<file path="src/rtl/sensor_clk_gen.sv">
// Multi-channel sensor strobe/clock generator: one shared modulo-N counter drives
// NUM_CH outputs, each with its own phase offset and pulse/square mode.
module sensor_clk_gen #(
  parameter int CNT_W       = 8,
  parameter int NUM_CH      = 2,
  parameter int DEFAULT_DIV = 100
) (
  input  logic                      clk_3M,
  input  logic                      reset,
  input  logic                      enable,
  input  logic [CNT_W-1:0]          div_value,
  input  logic [NUM_CH*CNT_W-1:0]   ch_phase,
  input  logic [NUM_CH-1:0]         ch_mode,
  input  logic                      cfg_load,
  input  logic                      sync,
  output logic [NUM_CH-1:0]         ch_out,
  output logic                      period_tick,
  output logic [CNT_W-1:0]          cnt,
  output logic                      cfg_pending
);

  typedef logic [CNT_W-1:0] val_t;
  typedef logic [CNT_W:0]   wide_t;
  typedef enum logic {ST_HOLD, ST_RUN} state_t;

  localparam val_t DIV_RST = val_t'(DEFAULT_DIV);
  localparam val_t DIV_MIN = val_t'(2);
  localparam val_t ONE     = val_t'(1);

  state_t              state_q, state_nxt;
  val_t                cnt_q, cnt_nxt;
  val_t                div_act, div_nxt, div_pend, div_cap;
  val_t                ph_act  [NUM_CH];
  val_t                ph_nxt  [NUM_CH];
  val_t                ph_pend [NUM_CH];
  val_t                ph_cap  [NUM_CH];
  logic [NUM_CH-1:0]   mode_act, mode_nxt, mode_pend;
  logic [NUM_CH-1:0]   out_nxt;
  logic                pend_q, pend_nxt, tick_nxt;
  logic                apply_pend, apply_cap;
  wide_t               n_w, ph_w, sum_w, d_w;

  always_comb begin
    div_cap = (div_value < DIV_MIN) ? DIV_MIN : div_value;
    for (int unsigned k = 0; k < NUM_CH; k++)
      ph_cap[k] = ch_phase[k*CNT_W +: CNT_W];
  end

  // The first enabled edge after a hold restarts at 0 so a full period
  // (including the cnt==0 slot) is produced once outputs are allowed again.
  always_comb begin
    state_nxt  = enable ? ST_RUN : ST_HOLD;
    cnt_nxt    = '0;
    apply_pend = 1'b0;
    apply_cap  = 1'b0;
    if (!enable) begin
      apply_pend = pend_q;
    end else if (sync) begin
      if (cfg_load) apply_cap = 1'b1;
      else          apply_pend = pend_q;
    end else if (state_q == ST_RUN) begin
      if (cnt_q == div_act - ONE) apply_pend = pend_q;
      else                        cnt_nxt    = cnt_q + ONE;
    end

    div_nxt  = div_act;
    ph_nxt   = ph_act;
    mode_nxt = mode_act;
    if (apply_cap) begin
      div_nxt  = div_cap;
      ph_nxt   = ph_cap;
      mode_nxt = ch_mode;
    end else if (apply_pend) begin
      div_nxt  = div_pend;
      ph_nxt   = ph_pend;
      mode_nxt = mode_pend;
    end

    pend_nxt = pend_q;
    if (apply_pend || apply_cap) pend_nxt = 1'b0;
    if (cfg_load && !apply_cap)  pend_nxt = 1'b1;
  end

  // Outputs are derived from the next-state count/config so they line up with cnt.
  always_comb begin
    n_w     = {1'b0, div_nxt};
    ph_w    = '0;
    sum_w   = '0;
    d_w     = '0;
    out_nxt = '0;
    for (int unsigned k = 0; k < NUM_CH; k++) begin
      ph_w  = (ph_nxt[k] >= div_nxt) ? {1'b0, div_nxt - ONE} : {1'b0, ph_nxt[k]};
      sum_w = {1'b0, cnt_nxt} + n_w - ph_w;
      d_w   = (sum_w >= n_w) ? sum_w - n_w : sum_w;
      out_nxt[k] = enable & (mode_nxt[k] ? (d_w < (n_w >> 1)) : (d_w == '0));
    end
    tick_nxt = enable & (cnt_nxt == div_nxt - ONE);
  end

  always_ff @(posedge clk_3M or posedge reset) begin
    if (reset) begin
      state_q     <= ST_HOLD;
      cnt_q       <= '0;
      div_act     <= DIV_RST;
      ph_act      <= '{default: '0};
      mode_act    <= '0;
      pend_q      <= 1'b0;
      ch_out      <= '0;
      period_tick <= 1'b0;
    end else begin
      state_q     <= state_nxt;
      cnt_q       <= cnt_nxt;
      div_act     <= div_nxt;
      ph_act      <= ph_nxt;
      mode_act    <= mode_nxt;
      pend_q      <= pend_nxt;
      ch_out      <= out_nxt;
      period_tick <= tick_nxt;
    end
  end

  always_ff @(posedge clk_3M or posedge reset) begin
    if (reset) begin
      div_pend  <= DIV_RST;
      ph_pend   <= '{default: '0};
      mode_pend <= '0;
    end else if (cfg_load) begin
      div_pend  <= div_cap;
      ph_pend   <= ph_cap;
      mode_pend <= ch_mode;
    end
  end

  assign cnt         = cnt_q;
  assign cfg_pending = pend_q;

endmodule

</file>
<file path="config.mk">
export PLATFORM = sky130hd
export DESIGN_NAME = sensor_clk_gen
export DESIGN_NICKNAME = d
export VERILOG_FILES = /design/src/rtl/sensor_clk_gen.sv
export SDC_FILE = /design/constraint.sdc
export NUM_CORES = 1
export LEC_CHECK = 0
export BUFFER_PORTS_ARGS = -buffer_cell sky130_fd_sc_hd__buf_4
export CAP_MARGIN = 0
export CORE_ASPECT_RATIO = 1.4
export CORE_MARGIN = 4
export CORE_UTILIZATION = 67
export DETAILED_ROUTE_END_ITERATION = 8
export PLACE_DENSITY = 0.87
export SKIP_LAST_GASP = 1
export SLEW_MARGIN = 20
export SYNTH_ARGS = -nofsm -noshare
export SYNTH_HDL_FRONTEND = slang
export SYNTH_SLANG_ARGS = --single-unit
</file>
<file path="constraint.sdc">
create_clock -name clk_3M -period 24.3 [get_ports clk_3M]
set_input_delay 4.86 -clock clk_3M [delete_from_list [all_inputs] [get_ports clk_3M]]
set_output_delay 4.86 -clock clk_3M [all_outputs]
set_load 0.05 [all_outputs]
</file>
==> qor.yml <==
outcome: "complete, no violations"
yosys_warnings: 0
drtIter0Drc: 490
start_util_pct: 68.3
numCtsBuffers: 9
dp_hpwl_um: 13100
path_class: "in2reg"
vias_per_cell: 6.71
clock_path_buffers: 2
clock-sinks: 65
ys.flop_type: "dfrtp_1"
dieArea_sq_um: 10800
netlist.area_leader.share_pct: 24.1
port_buffers: 42
grt_pass1_wl_um: 28300
cp_num_buf_inv: 3
ios: 43
wl_um: 17500
ctsHoldBuffers: 0
layout_min_cycle_time_ps: 13720
routedWlPerCell_um: 20.7
diodes: 0
syn_area_per_cell_sq_um: 8.78
first_global_vias: 5854
clkTransAtPathRegs_ps: 60
route.detailed.drc: 0
nFillCells: 630
dieHeight_um: 121
clockRootBuffer: "clkbuf_16"
drv_slew: 0
relSlewSlack_pct: 31.8
ys_types: 73
finalCritPeriodShare_pct: 56.5
grt_max_degree: 66
path_delay_family: "compound AO/OA/AOI/OAI gates"
cts_resized: 0
syn_area_sq_um: 6130
gr-usage-all-layers_pct: 33.8
rows: 41
nNetsFinal: 843
drt_pass1_iterations: 5
ir_worst_vdd_mv: 0.164
max_stage_delay_ps: 810
start_kind: "input port"
hold_viol: 0
critPathMostFrequentCell: "o21ai_0"
async_flop_share_pct: 100
ys_ff_latch: 65
netlist_instances: 698
power_density_nw_per_um2: 157
end_kind: "register"
utilization_pct: 75.8
finalSetupTns_ps: 0
fp.dieW_um: 88.8
post_dp_cell_area_sq_um: 6500
postCtsSetupBuffers: 0
hp-class: "reg2reg"
cts_tree: "built"
seq_area_frac_synth_pct: 26.7
rsz0062_at_grt: "no"
critPathMaxFanout: 31
finalClockSkew_ps: 8.42
tightest_slew_ps: 1020
ant_nets: 0
finalSetupViolations: 0
h-tree-depth: 3
worstPathArrival_ps: 13950
synth_top_cell_by_area: "dfrtp_1"
fin_area_sq_um: 6810
syn-num-nets: 807
drive_above_1_share_pct: 15.7
insertion_delay_ps: 340
antenna_found_initial: 0
worstPathRequired_ps: 24530
synthTopCellsByArea: "dfrtp_1, ha_1, xnor2_1"
grt-ovfl-total: 0
core_area_sq_um: 8980
synth_edf_count: 0
area_growth_syn_to_layout_pct: 11.0
dr_total_vias: 5679
p_leak_nw: 3.22
max_freq_ghz: 0.0729
drv_cap: 0
cp_slowest_cell: "a21oi_1"
place.gp.congestion: 0.987
cell usage in the layout, fill, tap and decap left out, types with 3 or more instances in the layout:
master     netlist  layout
ha_1            73      73
nor4_2           3       3
dfstp_2          6       6
nor2_2           3       3
and3_1           3       3
mux2i_1         19      19
nand4_1          8       8
o221ai_1         3       3
xnor2_1         39      39
fa_1             5       5
or2_2            7       7
o21bai_1         3       3
a211oi_1         3       3
a21boi_0         6       6
o21a_1           3       3
inv_1           46      45
nand2_1         60      60
nor4_1           3       3
nor2b_1         15      15
a21oi_1         38      38
mux2_2          25      25
or3_1            4       4
o2111ai_1        3       3
clkbuf_16        0       9
o31a_1           3       3
nand2b_1        10      10
o31ai_1          6       5
o211a_1          3       3
xor2_1          14      14
a21o_1          19      19
o21ai_0         37      37
nor3_1          12      12
a31oi_1         25      25
nand3_1         13      13
a221oi_1         4       4
nor2_1          57      57
dfrtp_1         59      59
buf_4            1      44
sequential cells by signal, summed over array words and instances (netlist names):
| register | cells |
|---|---|
| period_tick | 1 |
| mode_act | 2 |
| ph_pend | 16 |
| ph_act | 16 |
| state_q | 1 |
| cfg_pending | 1 |
| mode_pend | 2 |
| cnt | 8 |
| div_pend | 8 |
| div_act | 8 |
| ch_out | 2 |
power by group:
group,total (W),switching (W),internal [W]
Combinational,0.000803,0.000466,0.000338
Clock,0.000130,0.0000498,0.0000797
Sequential,0.000135,0.0000116,0.000123
cell usage after synthesis (13+ instances only):
| cell type | n |
|---|---|
| inv_1 | 46 |
| a21oi_1 | 38 |
| ha_1 | 73 |
| dfrtp_1 | 59 |
| mux2i_1 | 19 |
| xnor2_1 | 39 |
| a21o_1 | 19 |
| o21ai_0 | 37 |
| xor2_1 | 14 |
| nand3_1 | 13 |
| nor2_1 | 57 |
| nor2b_1 | 15 |
| nand2_1 | 60 |
| mux2_2 | 25 |
| clkbuf_1 | 14 |
| a31oi_1 | 25 |
logic make-up after synthesis:
| group | after synthesis | share of synthesized area, % |
|---|---|---|
| AOI/OAI and AO/OA | 182 | 20.0 |
| xor gates and xnor gates | 53 | 7.57 |
| adders and majority gates | 78 | 16.5 |
| buffers and inverters | 65 | 4.29 |
| DFF | 65 | 26.7 |
| muxes | 44 | 7.70 |
| and+or+nand+nor | 211 | 17.2 |
through the flow:
stage | power (W) | hold WS, ps | setup WS (ps) | instances
floorplan | 0.000744 | 474 | 11920 | 698
global placement | 0.000883 | 492 | 10660 | 830
detailed placement | 0.000915 | 496 | 10350 | 830
CTS | 0.00105 | 512 | 10640 | 846
global route | 0.00117 | 518 | 9890 | 846
finish | 0.00107 | 508 | 10580 | 846
layer usage:
metal	track usage, %	part of all wire, %	vias up	wire length, um
met4	22.5	6.8	0	1190
met5	0	0	-	0
met3	5.37	6.5	105	1150
met1	39.8	38	2681	6630
li1	-	-	2594	-
met2	55.2	49	299	8580
worst paths after layout:
check | from | to | slack [ps] | cells past startpoint
worst max-delay path | cfg_load | ch_out[1] | 10580 | 39
worst min-delay path | ph_pend[8] | ph_pend[8] | 510 | 1
worst max register to register | div_act[0] | ch_out[1] | 13970 | 40
worst min register to register | ph_pend[8] | ph_pend[8] | 510 | 1
max in group asynchronous | reset | div_pend[1] | 18990 | 3
min in group asynchronous | reset | ph_pend[7] | 4770 | 3
final cells by class:
type                            instances  area [sq um]  area share [%]
Multi-Input combinational cell        568          4240            62.3
Clock buffer                           10           229            3.36
Tap cell                              107           134            1.97
Timing Repair Buffer                   44           330            4.85
Inverter                               46           173            2.54
Sequential cell                        65          1630            24.0
Clock inverter                          6          67.6           0.993
No activity file was read; power rests on OpenSTA's default activity.
